`src/rtl/requant_pkg.sv`:
```
// Shared widths and range helpers for the requantize / ReLU / saturate stage.
package requant_pkg;

  localparam int DEF_ACC_WIDTH     = 10;
  localparam int DEF_BIAS_WIDTH    = 11;
  localparam int DEF_OUT_WIDTH     = 8;
  localparam int DEF_SHIFT_WIDTH   = 4;
  localparam int DEF_SAT_CNT_WIDTH = 16;

  // Width holding zero_ext(acc) + sign_ext(bias) without overflow.
  function automatic int sum_width(input int acc_w, input int bias_w);
    return (((acc_w + 1) > bias_w) ? (acc_w + 1) : bias_w) + 1;
  endfunction

  // Width for sum + rounding constant at the largest shift, plus a sign bit of headroom.
  function automatic int round_width(input int s_w, input int shift_w);
    return ((s_w > (1 << shift_w)) ? s_w : (1 << shift_w)) + 2;
  endfunction

  function automatic int out_max(input int out_w);
    return (1 << (out_w - 1)) - 1;
  endfunction

  function automatic int out_min(input int out_w);
    return -(1 << (out_w - 1));
  endfunction

endpackage

```
`src/rtl/requant_round_sat.sv`:
```
// Combinational stage-2 datapath: round-half-up shift, optional ReLU, signed clamp.
module requant_round_sat
  import requant_pkg::*;
#(
  parameter int S           = sum_width(DEF_ACC_WIDTH, DEF_BIAS_WIDTH),
  parameter int SHIFT_WIDTH = DEF_SHIFT_WIDTH,
  parameter int OUT_WIDTH   = DEF_OUT_WIDTH
) (
  input  logic signed [S-1:0]           sum_i,
  input  logic        [SHIFT_WIDTH-1:0] shift_i,
  input  logic                          relu_en_i,
  output logic signed [OUT_WIDTH-1:0]   data_o,
  output logic                          sat_o
);

  localparam int E = round_width(S, SHIFT_WIDTH);
  localparam logic signed [E-1:0] MAX_E = E'(out_max(OUT_WIDTH));
  localparam logic signed [E-1:0] MIN_E = E'(out_min(OUT_WIDTH));

  logic signed [E-1:0] ext;
  logic signed [E-1:0] half;
  logic signed [E-1:0] rnd;
  logic signed [E-1:0] r;

  always_comb begin
    ext  = E'(sum_i);
    half = '0;
    if (shift_i != '0) begin
      half = E'(1) << (shift_i - 1'b1);
    end
    rnd    = ext + half;
    // Arithmetic shift gives floor division, so large shifts settle at 0 or -1.
    r      = rnd >>> shift_i;
    data_o = r[OUT_WIDTH-1:0];
    sat_o  = 1'b0;
    if (relu_en_i && r[E-1]) begin
      data_o = '0;
    end else if (r > MAX_E) begin
      data_o = MAX_E[OUT_WIDTH-1:0];
      sat_o  = 1'b1;
    end else if (r < MIN_E) begin
      data_o = MIN_E[OUT_WIDTH-1:0];
      sat_o  = 1'b1;
    end
  end

endmodule

```
`src/rtl/requant_relu.sv`:
```
// Two-stage valid/ready requantizer: bias add, then round/shift/ReLU/saturate.
module requant_relu
  import requant_pkg::*;
#(
  parameter int ACC_WIDTH     = DEF_ACC_WIDTH,
  parameter int BIAS_WIDTH    = DEF_BIAS_WIDTH,
  parameter int OUT_WIDTH     = DEF_OUT_WIDTH,
  parameter int SHIFT_WIDTH   = DEF_SHIFT_WIDTH,
  parameter int SAT_CNT_WIDTH = DEF_SAT_CNT_WIDTH
) (
  input  logic                        clk,
  input  logic                        reset,
  input  logic                        in_valid,
  output logic                        in_ready,
  input  logic [ACC_WIDTH-1:0]        in_acc,
  input  logic signed [BIAS_WIDTH-1:0] bias,
  input  logic [SHIFT_WIDTH-1:0]      shift,
  input  logic                        relu_en,
  output logic                        out_valid,
  input  logic                        out_ready,
  output logic signed [OUT_WIDTH-1:0] out_data,
  output logic                        out_sat,
  output logic [SAT_CNT_WIDTH-1:0]    sat_count,
  input  logic                        sat_clear
);

  localparam int S = sum_width(ACC_WIDTH, BIAS_WIDTH);

  logic                        s1_valid_q, s1_valid_d;
  logic signed [S-1:0]         s1_sum_q, s1_sum_d;
  logic [SHIFT_WIDTH-1:0]      s1_shift_q, s1_shift_d;
  logic                        s1_relu_q, s1_relu_d;
  logic                        out_valid_q, out_valid_d;
  logic signed [OUT_WIDTH-1:0] out_data_q, out_data_d;
  logic                        out_sat_q, out_sat_d;
  logic [SAT_CNT_WIDTH-1:0]    sat_count_q, sat_count_d;

  logic                        s2_load;
  logic                        accept;
  logic                        out_xfer;
  logic signed [OUT_WIDTH-1:0] rs_data;
  logic                        rs_sat;

  requant_round_sat #(
    .S           (S),
    .SHIFT_WIDTH (SHIFT_WIDTH),
    .OUT_WIDTH   (OUT_WIDTH)
  ) u_round_sat (
    .sum_i     (s1_sum_q),
    .shift_i   (s1_shift_q),
    .relu_en_i (s1_relu_q),
    .data_o    (rs_data),
    .sat_o     (rs_sat)
  );

  assign s2_load  = s1_valid_q && (!out_valid_q || out_ready);
  assign in_ready = !s1_valid_q || s2_load;
  assign accept   = in_valid && in_ready;
  assign out_xfer = out_valid_q && out_ready;

  always_comb begin
    s1_valid_d  = s1_valid_q;
    s1_sum_d    = s1_sum_q;
    s1_shift_d  = s1_shift_q;
    s1_relu_d   = s1_relu_q;
    out_valid_d = out_valid_q;
    out_data_d  = out_data_q;
    out_sat_d   = out_sat_q;
    sat_count_d = sat_count_q;

    if (accept) begin
      s1_valid_d = 1'b1;
      s1_sum_d   = S'($signed({1'b0, in_acc})) + S'(bias);
      s1_shift_d = shift;
      s1_relu_d  = relu_en;
    end else if (s2_load) begin
      s1_valid_d = 1'b0;
    end

    if (s2_load) begin
      out_valid_d = 1'b1;
      out_data_d  = rs_data;
      out_sat_d   = rs_sat;
    end else if (out_ready) begin
      out_valid_d = 1'b0;
    end

    // Clear wins over a coincident increment; the count sticks at all-ones.
    if (sat_clear) begin
      sat_count_d = '0;
    end else if (out_xfer && out_sat_q && !(&sat_count_q)) begin
      sat_count_d = sat_count_q + 1'b1;
    end
  end

  always_ff @(posedge clk) begin
    if (reset) begin
      s1_valid_q  <= 1'b0;
      s1_sum_q    <= '0;
      s1_shift_q  <= '0;
      s1_relu_q   <= 1'b0;
      out_valid_q <= 1'b0;
      out_data_q  <= '0;
      out_sat_q   <= 1'b0;
      sat_count_q <= '0;
    end else begin
      s1_valid_q  <= s1_valid_d;
      s1_sum_q    <= s1_sum_d;
      s1_shift_q  <= s1_shift_d;
      s1_relu_q   <= s1_relu_d;
      out_valid_q <= out_valid_d;
      out_data_q  <= out_data_d;
      out_sat_q   <= out_sat_d;
      sat_count_q <= sat_count_d;
    end
  end

  assign out_valid = out_valid_q;
  assign out_data  = out_data_q;
  assign out_sat   = out_sat_q;
  assign sat_count = sat_count_q;

endmodule

```
`config.mk`:
```
export PLATFORM = sky130hd
export DESIGN_NAME = requant_relu
export DESIGN_NICKNAME = d
export VERILOG_FILES = /design/src/rtl/requant_pkg.sv /design/src/rtl/requant_round_sat.sv /design/src/rtl/requant_relu.sv
export SDC_FILE = /design/constraint.sdc
export NUM_CORES = 1
export LEC_CHECK = 0
export BUFFER_PORTS_ARGS = -buffer_cell sky130_fd_sc_hd__buf_2
export CORE_AREA = 5 5 89 91
export CTS_CLUSTER_SIZE = 24
export DETAILED_ROUTE_END_ITERATION = 8
export DIE_AREA = 0 0 94 96
export PLACE_DENSITY = 0.8
export SYNTH_ARGS = -nofsm -noshare
export SYNTH_HDL_FRONTEND = slang
export SYNTH_SLANG_ARGS = --single-unit
```
`constraint.sdc`:
```
create_clock -name clk -period 4.9 [get_ports clk]
set_clock_uncertainty 0.05 [all_clocks]
set_input_delay 0.735 -clock clk [delete_from_list [all_inputs] [get_ports clk]]
set_output_delay 0.735 -clock clk [all_outputs]
set_load 0.1 [all_outputs]
```
Word level (Yosys, flattened, before mapping). Cells that the tools add are included.

Flip-flop bits (word level): 44. Bits in latches: 0. RAM bits: 0. Bits in read-only memories: 0. Input bits: 31. Output and inout port bits: 27. Memories kept: 0.

$add $sub $neg: 4. $mul: 0. Div/mod/pow operators: 0. Magnitude comparators: 2. Equal/unequal tests: 0. Shifts and indexed selects: 2. Muxes and demuxes: 11. Bitwise gates (word level): 0. Reductions and logical operators: 16.

Operators by type and width (number): 2-to-1 mux 8 bit (3); adder 12 x 18 -> 18 bit (1); > comparator 18 x 8 -> 1 bit (second input constant) (1); less-than comparator 18 x 8 -> 1 bit (second input constant) (1); 2-to-1 mux 18 bit (1); left shift 1 x 4 -> 18 bit (first input constant) (1); >>> shifter 18 x 4 -> 18 bit (1); adder 16 x 1 -> 16 bit (second input constant) (1); AND reduction 16 bit (1); adder 11 x 11 -> 12 bit (1); 2-to-1 mux 1 bit (7); logical AND 1 bit (6); nonzero test 2 bit (2); nonzero test 4 bit (1); subtractor 4 x 1 -> 4 bit (second input constant) (1); zero test 1 bit (3); logical OR 1 bit (2); OR reduction 2 bit (1).

Logic depth before layout (Yosys ltp). Gate-level depths: netlist of the first run.

Word-level depth: 9. Gate-level depth with buffers: 19. Gate-level depth less buffers: 17.

Modules after synthesis. From an unflattened synthesis of the first run, not the netlist that was laid out.

Cell total of the unflattened synthesis: 614. Area, all modules: 4717.0 um2.

By module, submodules not included: requant_round_sat (times used 1, cells an instance 362, area each 2496.1 um2, seq. area each 0.0 um2); requant_relu (times used 1, cells an instance 252, area each 2220.9 um2, seq. area each 880.8 um2).

Worst setup path after synthesis of the first run. OpenSTA, ideal clock, no wires.

Kind: register -> register. Start: reg s1_shift_q[0]. End: reg out_sat_q, in the netlist out_sat. Setup time: 0.117 ns. Data arrival time: 4.350 ns. Path slack: 0.383 ns. Stages on the path, launching flop included: 20. Path buffers: 2. Cells stage by stage: dfxtp_1 > clkbuf_1 > clkbuf_1 > nand2b_1 > nor3_1 > ha_1 > inv_1 > fa_1 > nand2b_1 > a21oi_2 > o21ai_2 > o21ai_1 > xnor2_1 > mux2i_1 > or4_1 > o221a_1 > or3_1 > a22o_1 > nand2b_1 > a32o_1.

Cells in the longest elaborated chain, start to end: 9. Elaborated cells on any way between the ends: 12. Those cells by class: 2 x add/sub; 2 x order compare; 2 x shift; 4 x mux; 2 x reduce/logical.

Ends and longest elaborated chain: from (decl) (RTL line requant_relu.sv:31) `logic [SHIFT_WIDTH-1:0] s1_shift_q, s1_shift_d;`; from (signal assigned) (RTL line requant_relu.sv:109) `s1_shift_q <= s1_shift_d;`; subtractor 4 x 1 -> 4 bit (RTL line requant_round_sat.sv:29) `half = E'(1) << (shift_i - 1'b1);`; left shift 1 x 4 -> 18 bit (RTL line requant_round_sat.sv:29); 2-to-1 mux 18 bit (RTL line requant_round_sat.sv:28) `if (shift_i != '0) begin`; adder 12 x 18 -> 18 bit (RTL line requant_round_sat.sv:31) `rnd = ext + half;`; >>> shifter 18 x 4 -> 18 bit * (RTL line requant_round_sat.sv:33) `r = rnd >>> shift_i;`; less-than comparator 18 x 8 -> 1 bit (RTL line requant_round_sat.sv:41) `end else if (r < MIN_E) begin`; 2-to-1 mux 1 bit (RTL line requant_round_sat.sv:41); 2-to-1 mux 1 bit (RTL line requant_round_sat.sv:38) `end else if (r > MAX_E) begin`; 2-to-1 mux 1 bit * (RTL line requant_round_sat.sv:36) `if (relu_en_i && r[E-1]) begin`; to (signal assigned) (RTL line requant_relu.sv:113) `out_sat_q <= out_sat_d;`; to (decl) (RTL line requant_relu.sv:35) `logic out_sat_q, out_sat_d;`.

Mark *: on every way between the ends. The rest lies on a longest branch, timed or not. A chain may end at the register's enable or synchronous reset.

Worst setup path in the final report of the first run. Same ends and word-level chain as after synthesis.

==> flow_metrics.env, run 1 <==
export IMPL_multi_input_area_mm2=0.00294
export IMPL_antenna_left=0
export IMPL_grt_max_degree=24
export IMPL_setup_viol=0
export IMPL_die_area_mm2=0.00902
export IMPL_worstPathMaxFanout=13
export IMPL_hpwl_um=7820
export IMPL_gp_congestion=0.962
export IMPL_pwr_share_clk=0.227
export IMPL_avgSynthCellArea_um2=7.39
export IMPL_nFillCells=643
export IMPL_critPathArrivalTime_ns=4.67
export IMPL_swShare=0.377
export IMPL_maxCapViolations=0
export IMPL_finalCriticalPeriod_ns=4.52
export IMPL_p_total_uw=963
export IMPL_clock_sinks=44
export IMPL_critical_path_class="register to register"
export IMPL_seq_area_um2=881
export IMPL_grt_setup_unrepaired="no"
export IMPL_drt_iter0_markers=272
export IMPL_fmax_ghz=0.221
export IMPL_final_area_mm2=0.00443
export IMPL_hold_ws_ns=0.397
export IMPL_grt_pass1_wl_um=15900
export IMPL_num_antenna_cells=0
export IMPL_seqPwrFrac=0.409
export IMPL_grt_pass1_vias=3595
export IMPL_ys_ff_latch=44
export IMPL_ys_flop_type="dfxtp_1"
export IMPL_dr_pass1_iters=5
export IMPL_synth_top_area_cell="dfxtp_1"
export IMPL_min_delay_path_depth=2
export IMPL_yosysSeqAreaShare=0.220
export IMPL_num_rows=31
export IMPL_clk_latency_ns=0.30
export IMPL_ir_drop_uv=180
export IMPL_synthTopCellsByArea="dfxtp_1, ha_1, nand2_1"
export IMPL_grt_usage=0.213
export IMPL_tns_ns=0
export IMPL_nets=647
export IMPL_synthToLayoutAreaGrowth_pct=10.6
export IMPL_initial_core_util=0.568
export IMPL_cts_resized=0
export IMPL_root_buffer="clkbuf_8"
export IMPL_ctsHoldBuffers=0
export IMPL_cts_setup_buffers=0
export IMPL_synthArstFlopShare=0
export IMPL_p_sw_uw=363
export IMPL_via_per_inst=5.89
export IMPL_maxSlewViolCount=0
export IMPL_tightest_slew_ns=0.644
export IMPL_yosysWarnings=0
export IMPL_hold_violations=0
export IMPL_status="completed"
export IMPL_reg2reg_depth=17
export IMPL_critical_path_required_ns=5.05
export IMPL_clockBufferDepth=2
export IMPL_max_slew_margin_rel=0.568
export IMPL_grt_remaining_overflow=0
export IMPL_drcViolationCount=0
export IMPL_synthCells=542
export IMPL_core_area_mm2=0.00706
export IMPL_worstSetupStartpointType="register"
export IMPL_cts_inserted_buffers=5
export IMPL_p_leak_nw=1.92
export IMPL_io_buffers=57
export IMPL_antenna_found_initial=0
export IMPL_wirelength_um=9730
export IMPL_final_util=0.628
export IMPL_num_vias=4038
export IMPL_synth_distinct_cells=64
export IMPL_dpl_cell_area_mm2=0.00435
export IMPL_crit_path_end_kind="register"
export IMPL_htreeDepth=2
export IMPL_synth_nets=603
export IMPL_die_x_um=94
export IMPL_pwr_share_comb=0.364
export IMPL_clkTransAtPathRegs_ns=0.08
export IMPL_post_drt_wl_per_cell_um=14.2
export IMPL_hold_path_class="register to register"
export IMPL_cts_tree="yes"
export IMPL_p_int_uw=599
export IMPL_synth_edf_count=0
export IMPL_drive_gt1_frac=0.157
export IMPL_io_pins=58
export IMPL_fp_dieH_um=96
export IMPL_yosysTopAreaCellShare=0.220
export IMPL_syn_area_mm2=0.00401
export IMPL_finalCritPeriodShare=0.922
export IMPL_powerDensity_mw_per_mm2=217
through the flow:
stage / setup slack, ns / cells
2_1_floorplan: 0.383 / 542
4_1_cts: 0.421 / 685
3_3_place_gp: 0.537 / 678
6_report: 0.381 / 685
3_5_place_dp: 0.439 / 678
5_1_grt: 0.0766 / 685
registers in the layout (all words and copies together), names as in the netlist:
signal / count
s1_shift_q: 4
s1_relu_q: 1
sat_count: 16
out_sat: 1
out_valid: 1
s1_sum_q: 12
s1_valid_q: 1
out_data: 8
synth_stat cells (10+ instances only):
| cell type | count |
|---|---|
| mux2i_1 | 10 |
| nand2_1 | 81 |
| nand2b_1 | 10 |
| inv_1 | 16 |
| nor3_1 | 12 |
| a21oi_1 | 41 |
| o21ai_0 | 20 |
| nor2b_1 | 10 |
| xnor2_1 | 17 |
| xor2_1 | 20 |
| nor2_1 | 67 |
| clkbuf_1 | 15 |
| o21ai_1 | 12 |
| dfxtp_1 | 44 |
| ha_1 | 28 |
cell type report:
type                            count  area share
Sequential cell                    44       0.199
Tap cell                           99      0.0280
Multi-Input combinational cell    454       0.664
Inverter                           17      0.0144
Clock inverter                      2     0.00282
Clock buffer                        5      0.0155
Timing Repair Buffer               64      0.0762
metal layers:
metal,up-vias,global-route usage,routed length [um]
met2,151,0.367,4690
met3,25,0.0328,635
met1,1867,0.274,4190
met4,0,0.0674,220
li1,1995,-,-
met5,-,0,0
cell families after synthesis:
kind of cell / after synthesis / synth area share
AOI/OAI and AO/OA: 142 / 0.239
xor gates and xnor gates: 38 / 0.0849
adders and majority gates: 30 / 0.0974
buffers and inverters: 44 / 0.0456
DFF: 44 / 0.220
muxes: 18 / 0.0559
other: 2 / 0.00187
and+or+nand+nor: 224 / 0.256
power by group through the flow:
stage | clock [mW] | sequential (mW) | combinational, mW
after CTS | 0.220 | 0.393 | 0.348
after detailed placement | 0 | 0.401 | 0.346
final | 0.219 | 0.393 | 0.351
after floorplan | 0 | 0.448 | 0.227
after global routing | 0.237 | 0.396 | 0.385
after global placement | 0 | 0.400 | 0.339
path summary, 6_finish.rpt:
kind	start	endpoint	slack (ns)
setup / recovery	s1_shift_q[0]	out_sat	0.38
hold / removal	out_data[6]	out_data[6]	0.40
setup reg to reg	s1_shift_q[0]	out_sat	0.38
hold reg to reg	out_data[6]	out_data[6]	0.40
worst max-delay path, stage by stage (launching register included):
cell and delay, ns:
dfxtp_1 0.56, nand2b_1 0.18, nor3_1 0.16, ha_1 0.21, inv_1 0.06, fa_1 0.39
nand2b_1 0.19, a21oi_2 0.22, o21ai_2 0.12, o21ai_1 0.30, xnor2_1 0.20, mux2i_1 0.17
or4_1 0.49, o221a_1 0.13, or3_1 0.34, a22o_1 0.27, nand2b_1 0.17, a32o_1 0.21
placed cells by master (no fill, tap or decap), types with 8 or more instances in the layout:
cell / instances
a211oi_1: 9
a21oi_1: 41
and3_1: 8
buf_2: 57
dfxtp_1: 44
ha_1: 28
inv_1: 16
mux2i_1: 10
nand2_1: 81
nand2b_1: 10
nand3_1: 9
nor2_1: 67
nor2b_1: 10
nor3_1: 12
o21ai_0: 20
o21ai_1: 12
xnor2_1: 17
xor2_1: 20
(Power assumes the default switching activity.)
==> inputs of run 2 (changes only) <==
CORE_AREA = 5 5 93 95   (was 5 5 89 91)
DIE_AREA = 0 0 98 100   (was 0 0 94 96)
PLACE_DENSITY = 0.77   (was 0.8)
clock period = 3.6 ns   (was 4.9 ns; I/O delays follow)
==> run 2 against run 1 <==
  * The run now ends with setup timing left
  * Hold slack better by 0.0055 ns
  * Sequential cell count unchanged
  * Count of clock-buffer cells in the layout unchanged
  * Critical path type unchanged
  * Highest routed layer unchanged
==> flow_metrics.env, run 2 (synthesis gave the netlist of run 1 again) <==
export IMPL_crit_path_end_kind="register"
export IMPL_dp_cells=762
export IMPL_min_from="out_data[2]"
export IMPL_antenna_found_initial=0
export IMPL_hold_violations=0
export IMPL_reg2reg_slack_ns=-0.34
export IMPL_status="complete, but fails checks"
export IMPL_tightest_slew_ns=0.700
export IMPL_cts_tree="yes"
export IMPL_nets=747
export IMPL_grt_remaining_overflow=0
export IMPL_largest_reg_flops=16
export IMPL_critPathArrivalTime_ns=4.08
export IMPL_grt_setup_unrepaired="yes"
export IMPL_die_area_mm2=0.00980
export IMPL_maxCapViolations=0
export IMPL_max_slew_margin_rel=0.532
export IMPL_num_vias=4510
export IMPL_htreeDepth=2
export IMPL_io_buffers=57
export IMPL_p_int_mw=1.01
export IMPL_grt_max_degree=24
export IMPL_swShare=0.370
export IMPL_r2r_end="out_sat"
export IMPL_p_sw_uw=595
export IMPL_maxSlewViolCount=0
export IMPL_gp_congestion=0.983
export IMPL_fmax_ghz=0.254
export IMPL_grt_pass1_wl_um=19700
export IMPL_io_pins=58
export IMPL_pwr_share_clk=0.246
export IMPL_reg2reg_depth=18
export IMPL_pwr_share_comb=0.421
export IMPL_worstPathMaxFanout=5
export IMPL_via_per_inst=5.72
export IMPL_final_area_mm2=0.00577
export IMPL_finalCriticalPeriod_ns=3.94
export IMPL_worstSetupStartpointType="register"
export IMPL_post_drt_wl_per_cell_um=16.0
export IMPL_seqPwrFrac=0.333
export IMPL_finalCritPeriodShare=1.10
export IMPL_grt_usage=0.239
export IMPL_hpwl_um=9020
export IMPL_ctsHoldBuffers=0
export IMPL_hold_ws_ns=0.403
export IMPL_dpl_cell_area_mm2=0.00502
export IMPL_num_antenna_cells=0
export IMPL_hold_path_class="register to register"
export IMPL_wirelength_um=12600
export IMPL_grt_pass1_vias=4353
export IMPL_drcViolationCount=0
export IMPL_clockBufferDepth=2
export IMPL_core_area_mm2=0.00765
export IMPL_critical_path_class="register to register"
export IMPL_p_leak_nw=2.49
export IMPL_min_delay_path_depth=2
export IMPL_clkTransAtPathRegs_ns=0.09
export IMPL_ir_drop_uv=207
export IMPL_powerDensity_mw_per_mm2=279
export IMPL_die_x_um=98
export IMPL_clock_sinks=44
export IMPL_fin_ws_ns=-0.343
export IMPL_clk_latency_ns=0.30
export IMPL_setup_viol=8
export IMPL_final_cell_mix="buf_4, nand2_1, nor2_1"
export IMPL_root_buffer="clkbuf_8"
export IMPL_final_util=0.754
export IMPL_cts_inserted_buffers=5
export IMPL_num_rows=32
export IMPL_hold_end="out_data[2]"
export IMPL_layout_cells_non_filler=789
export IMPL_drive_gt1_frac=0.399
export IMPL_fp_dieH_um=100
export IMPL_initial_core_util=0.524
export IMPL_synthToLayoutAreaGrowth_pct=43.9
export IMPL_critical_path_required_ns=3.74
export IMPL_antenna_left=0
export IMPL_drt_iter0_markers=212
export IMPL_violations="setup timing"
export IMPL_layout_commonest_cell="buf_4"
export IMPL_dr_pass1_iters=5
export IMPL_r2r_start="s1_shift_q[3]"
## run 2: cell types whose count changed in the layout (fill, tap and decap cells not counted), sizes merged
cell / before / now
buf: 64 / 164
bufinv: 0 / 1
clkinv: 1 / 0
inv: 17 / 18
## run 2: critical path, cell delays in order, from the launching register on
cell and delay, ns:
dfxtp_4 0.37, buf_4 0.14, nor3_2 0.22, buf_4 0.16
ha_4 0.13, buf_4 0.12, nand4b_1 0.25, buf_4 0.24
a211oi_4 0.21, buf_4 0.16, nor2_1 0.06, xor2_1 0.29
buf_4 0.17, mux2i_1 0.07, o221a_1 0.23, or3_4 0.36
a22o_4 0.25, nand2b_1 0.15, a32o_1 0.22
## run 2: through the flow
step	power [mW]	setup TNS (ns)	setup WS, ns
global placement	1.10	-2.51	-0.316
finish	1.61	-2.20	-0.343
detailed placement	1.12	-2.97	-0.410
floorplan	0.936	-2.41	-0.444
CTS	1.55	-1.26	-0.211
global route	1.70	-3.27	-0.448
## run 2: worst max-delay path by stage
stage	from	to	slack, ns	cells past startpoint
6_report	s1_shift_q[3]	out_sat	-0.34	18
4_1_cts	s1_shift_q[3]	out_sat	-0.21	17
2_1_floorplan	s1_shift_q[2]	out_sat	-0.44	19
3_5_place_dp	s1_shift_q[1]	out_sat	-0.41	17
5_1_grt	s1_shift_q[0]	out_data[5]	-0.45	19
3_3_place_gp	s1_shift_q[2]	out_data[1]	-0.32	15
## run 2: layout make-up
class / instances / area [um^2]
multi-input combinational: 454 / 3450
fill: 562 / 1880
timing repair buffer: 164 / 1110
sequential: 44 / 896
tap: 102 / 128
clock buffer: 5 / 68.8
inverter: 17 / 66.3
clock inverter: 3 / 46.3
## run 2: power groups by stage
stage,combinational [mW],clock [mW],sequential [mW]
global route,0.727,0.428,0.540
finish,0.677,0.397,0.536
global placement,0.561,0,0.543
detailed placement,0.572,0,0.544
CTS,0.620,0.396,0.535
floorplan,0.325,0,0.610
## run 2: timing repair
action / CTS / global route
resized for setup: 72 / 35
pin swaps: 24 / 19
endpoints found under the setup margin: 8 / 8
buffers inserted: 10 / 9
## run 2: layer usage
layer,track usage,up-vias,wire [um]
li1,-,2198,-
met1,0.283,2130,5090
met2,0.451,154,6620
met3,0.0361,28,620
met4,0.0575,0,303
met5,0,-,0
==> inputs of run 3 (changes only) <==
CORE_AREA = 5 5 100 102   (was 5 5 93 95)
DIE_AREA = 0 0 105 107   (was 0 0 98 100)
PLACE_DENSITY = 0.76   (was 0.77)
SYNTH_HIERARCHICAL = 1   (was not set)
==> run 3 against run 2 <==
  * The flow still finishes with violations (setup timing)
  * Global-route usage grew 3.5 points
  * Sequential cell count did not move
  * Sequential share of layout area decreased by 1.8 points
  * Wire length up 25%
==> flow_metrics.env, run 3 <==
export IMPL_status="complete, but fails checks"
export IMPL_violations="setup timing"
export IMPL_clock_sinks=44
export IMPL_drive_gt1_frac=0.389
export IMPL_ctsHoldBuffers=0
export IMPL_num_vias=5510
export IMPL_hold_end="s1_shift_q[1]"
export IMPL_grt_usage=0.274
export IMPL_fin_ws_ns=-0.375
export IMPL_final_area_mm2=0.00649
export IMPL_fmax_ghz=0.252
export IMPL_hpwl_um=11800
export IMPL_synthToLayoutAreaGrowth_pct=37.7
export IMPL_htreeDepth=2
export IMPL_fp_dieH_um=107
export IMPL_wirelength_um=15800
export IMPL_pwr_share_comb=0.467
export IMPL_min_delay_path_depth=3
export IMPL_final_cell_mix="buf_4, nand2_1, buf_2"
export IMPL_synthTopCellsByArea="dfxtp_1, ha_1, nand2_1"
export IMPL_yosysTopAreaCellShare=0.187
export IMPL_core_area_mm2=0.00902
export IMPL_dpl_cell_area_mm2=0.00593
export IMPL_antenna_found_initial=0
export IMPL_synth_top_area_cell="dfxtp_1"
export IMPL_grt_pass1_wl_um=25900
export IMPL_hold_ws_ns=0.421
export IMPL_antenna_left=0
export IMPL_die_area_mm2=0.0112
export IMPL_ys_ff_latch=44
export IMPL_layout_commonest_cell="buf_4"
export IMPL_num_rows=35
export IMPL_p_int_uw=992
export IMPL_tns_ns=-2.81
export IMPL_syn_area_mm2=0.00472
export IMPL_seqPwrFrac=0.329
export IMPL_max_slew_margin_rel=0.603
export IMPL_maxSlewViolCount=0
export IMPL_grt_remaining_overflow=0
export IMPL_setup_viol=8
export IMPL_largest_reg_flops=16
export IMPL_synth_top_cells_by_count="nand2_1, nor2_1, a21oi_1"
export IMPL_die_x_um=105
export IMPL_ir_drop_uv=229
export IMPL_synthArstFlopShare=0
export IMPL_via_per_inst=6.34
export IMPL_hold_violations=0
export IMPL_drcViolationCount=0
export IMPL_synth_edf_count=0
export IMPL_root_buffer="clkbuf_8"
export IMPL_reg2reg_slack_ns=-0.38
export IMPL_synth_distinct_cells=89
export IMPL_p_sw_uw=643
export IMPL_grt_pass1_vias=5428
export IMPL_min_from="shift[1]"
export IMPL_crit_path_end_kind="register"
export IMPL_grt_max_degree=33
export IMPL_nets=818
export IMPL_initial_core_util=0.523
export IMPL_gp_congestion=0.957
export IMPL_tightest_slew_ns=0.596
export IMPL_finalCritPeriodShare=1.10
export IMPL_grt_setup_unrepaired="yes"
export IMPL_worstPathMaxFanout=8
export IMPL_p_total_mw=1.63
export IMPL_critical_path_class="register to register"
export IMPL_clockBufferDepth=2
export IMPL_drt_iter0_markers=391
export IMPL_r2r_start="s1_shift_q[3]"
export IMPL_pwr_share_clk=0.203
export IMPL_reg2reg_depth=20
export IMPL_io_buffers=57
export IMPL_post_drt_wl_per_cell_um=18.2
export IMPL_maxCapViolations=0
export IMPL_yosysSeqAreaShare=0.187
export IMPL_layout_cells_non_filler=869
export IMPL_finalCriticalPeriod_ns=3.98
export IMPL_yosysWarnings=6
export IMPL_avgSynthCellArea_um2=7.68
export IMPL_cts_inserted_buffers=5
export IMPL_critical_path_required_ns=3.73
export IMPL_critPathArrivalTime_ns=4.10
export IMPL_worstSetupStartpointType="register"
export IMPL_clkTransAtPathRegs_ns=0.09
export IMPL_num_antenna_cells=0
export IMPL_synth_nets=675
export IMPL_ys_flop_type="dfxtp_1"
export IMPL_io_pins=58
export IMPL_dr_pass1_iters=5
export IMPL_clk_latency_ns=0.30
export IMPL_swShare=0.393
export IMPL_p_leak_nw=2.81
export IMPL_r2r_end="out_data[3]"
export IMPL_dp_cells=845
export IMPL_synthCells=614
export IMPL_yosysMostFrequentCell="nand2_1"
export IMPL_hold_path_class="input pin to register"
export IMPL_cts_tree="yes"
export IMPL_powerDensity_mw_per_mm2=252
## run 3: per-layer routing
metal,GRT usage,part of all wire,vias up
li1,-,-,2585
met1,0.333,0.41,2619
met2,0.472,0.49,241
met3,0.0452,0.059,65
met4,0.128,0.044,0
met5,0,0,-
## run 3: power by group through the flow
stage | sequential [mW] | combinational [mW] | clock (mW)
2_1_floorplan | 0.614 | 0.414 | 0
3_3_place_gp | 0.546 | 0.665 | 0
3_5_place_dp | 0.547 | 0.680 | 0
4_1_cts | 0.538 | 0.735 | 0.339
5_1_grt | 0.543 | 0.820 | 0.362
6_report | 0.538 | 0.764 | 0.332
## run 3: what timing repair did
action                                  in CTS  in global routing
gates resized for setup                     59                 12
pin swaps                                   36                 12
buffers inserted                            16                  1
endpoints found under the setup margin       8                  8
endpoints found under the hold margin        0                  0
## run 3: logic make-up (layout without fill, tap and decap cells)
group	count (synthesis)	count (layout)	share of synthesized area
AOI/OAI and AO/OA	181	181	0.276
xor gates and xnor gates	27	27	0.0557
adders and majority gates	30	30	0.0828
buffers and inverters	48	192	0.0401
DFF	44	44	0.187
muxes	29	29	0.0764
other	2	2	0.00159
and+or+nand+nor	253	253	0.281
## run 3: worst max-delay path by stage
stage	cells after the start	startpoint	slack [ns]	to
floorplan	18	s1_shift_q[1]	-0.22	out_data[2]
global placement	16	s1_shift_q[2]	-0.46	out_sat
detailed placement	17	s1_shift_q[0]	-0.60	out_data[3]
CTS	20	s1_shift_q[3]	-0.27	out_data[3]
global route	19	s1_shift_q[3]	-0.56	out_data[4]
finish	20	s1_shift_q[3]	-0.38	out_data[3]
## run 3: area by class of cell
class,count,area [um^2]
multi-input combinational,522,4140
fill,682,2530
clock buffer,6,82.6
clock inverter,2,15.0
tap,111,139
timing repair buffer,170,1170
inverter,14,58.8
sequential,44,893
## run 3: critical path, stage by stage (launching register included)
cell and delay (ns):
dfxtp_2 0.33, inv_2 0.07, nand2_4 0.07, nor3_4 0.19
ha_2 0.21, inv_2 0.04, fa_2 0.33, nand2b_4 0.18
a21oi_4 0.23, buf_6 0.14, nor4_4 0.04, o21a_1 0.22
or2_4 0.24, a211o_1 0.34, a311oi_4 0.40, a31oi_2 0.09
o31ai_4 0.20, buf_6 0.17, a22oi_2 0.06, mux2i_1 0.17
nor2_1 0.06
## run 3: per-stage QoR
stage	setup WS, ns	utilization
detailed placement	-0.603	0.657
floorplan	-0.221	-
global route	-0.558	0.720
finish	-0.375	0.720
CTS	-0.267	0.711
global placement	-0.463	0.657
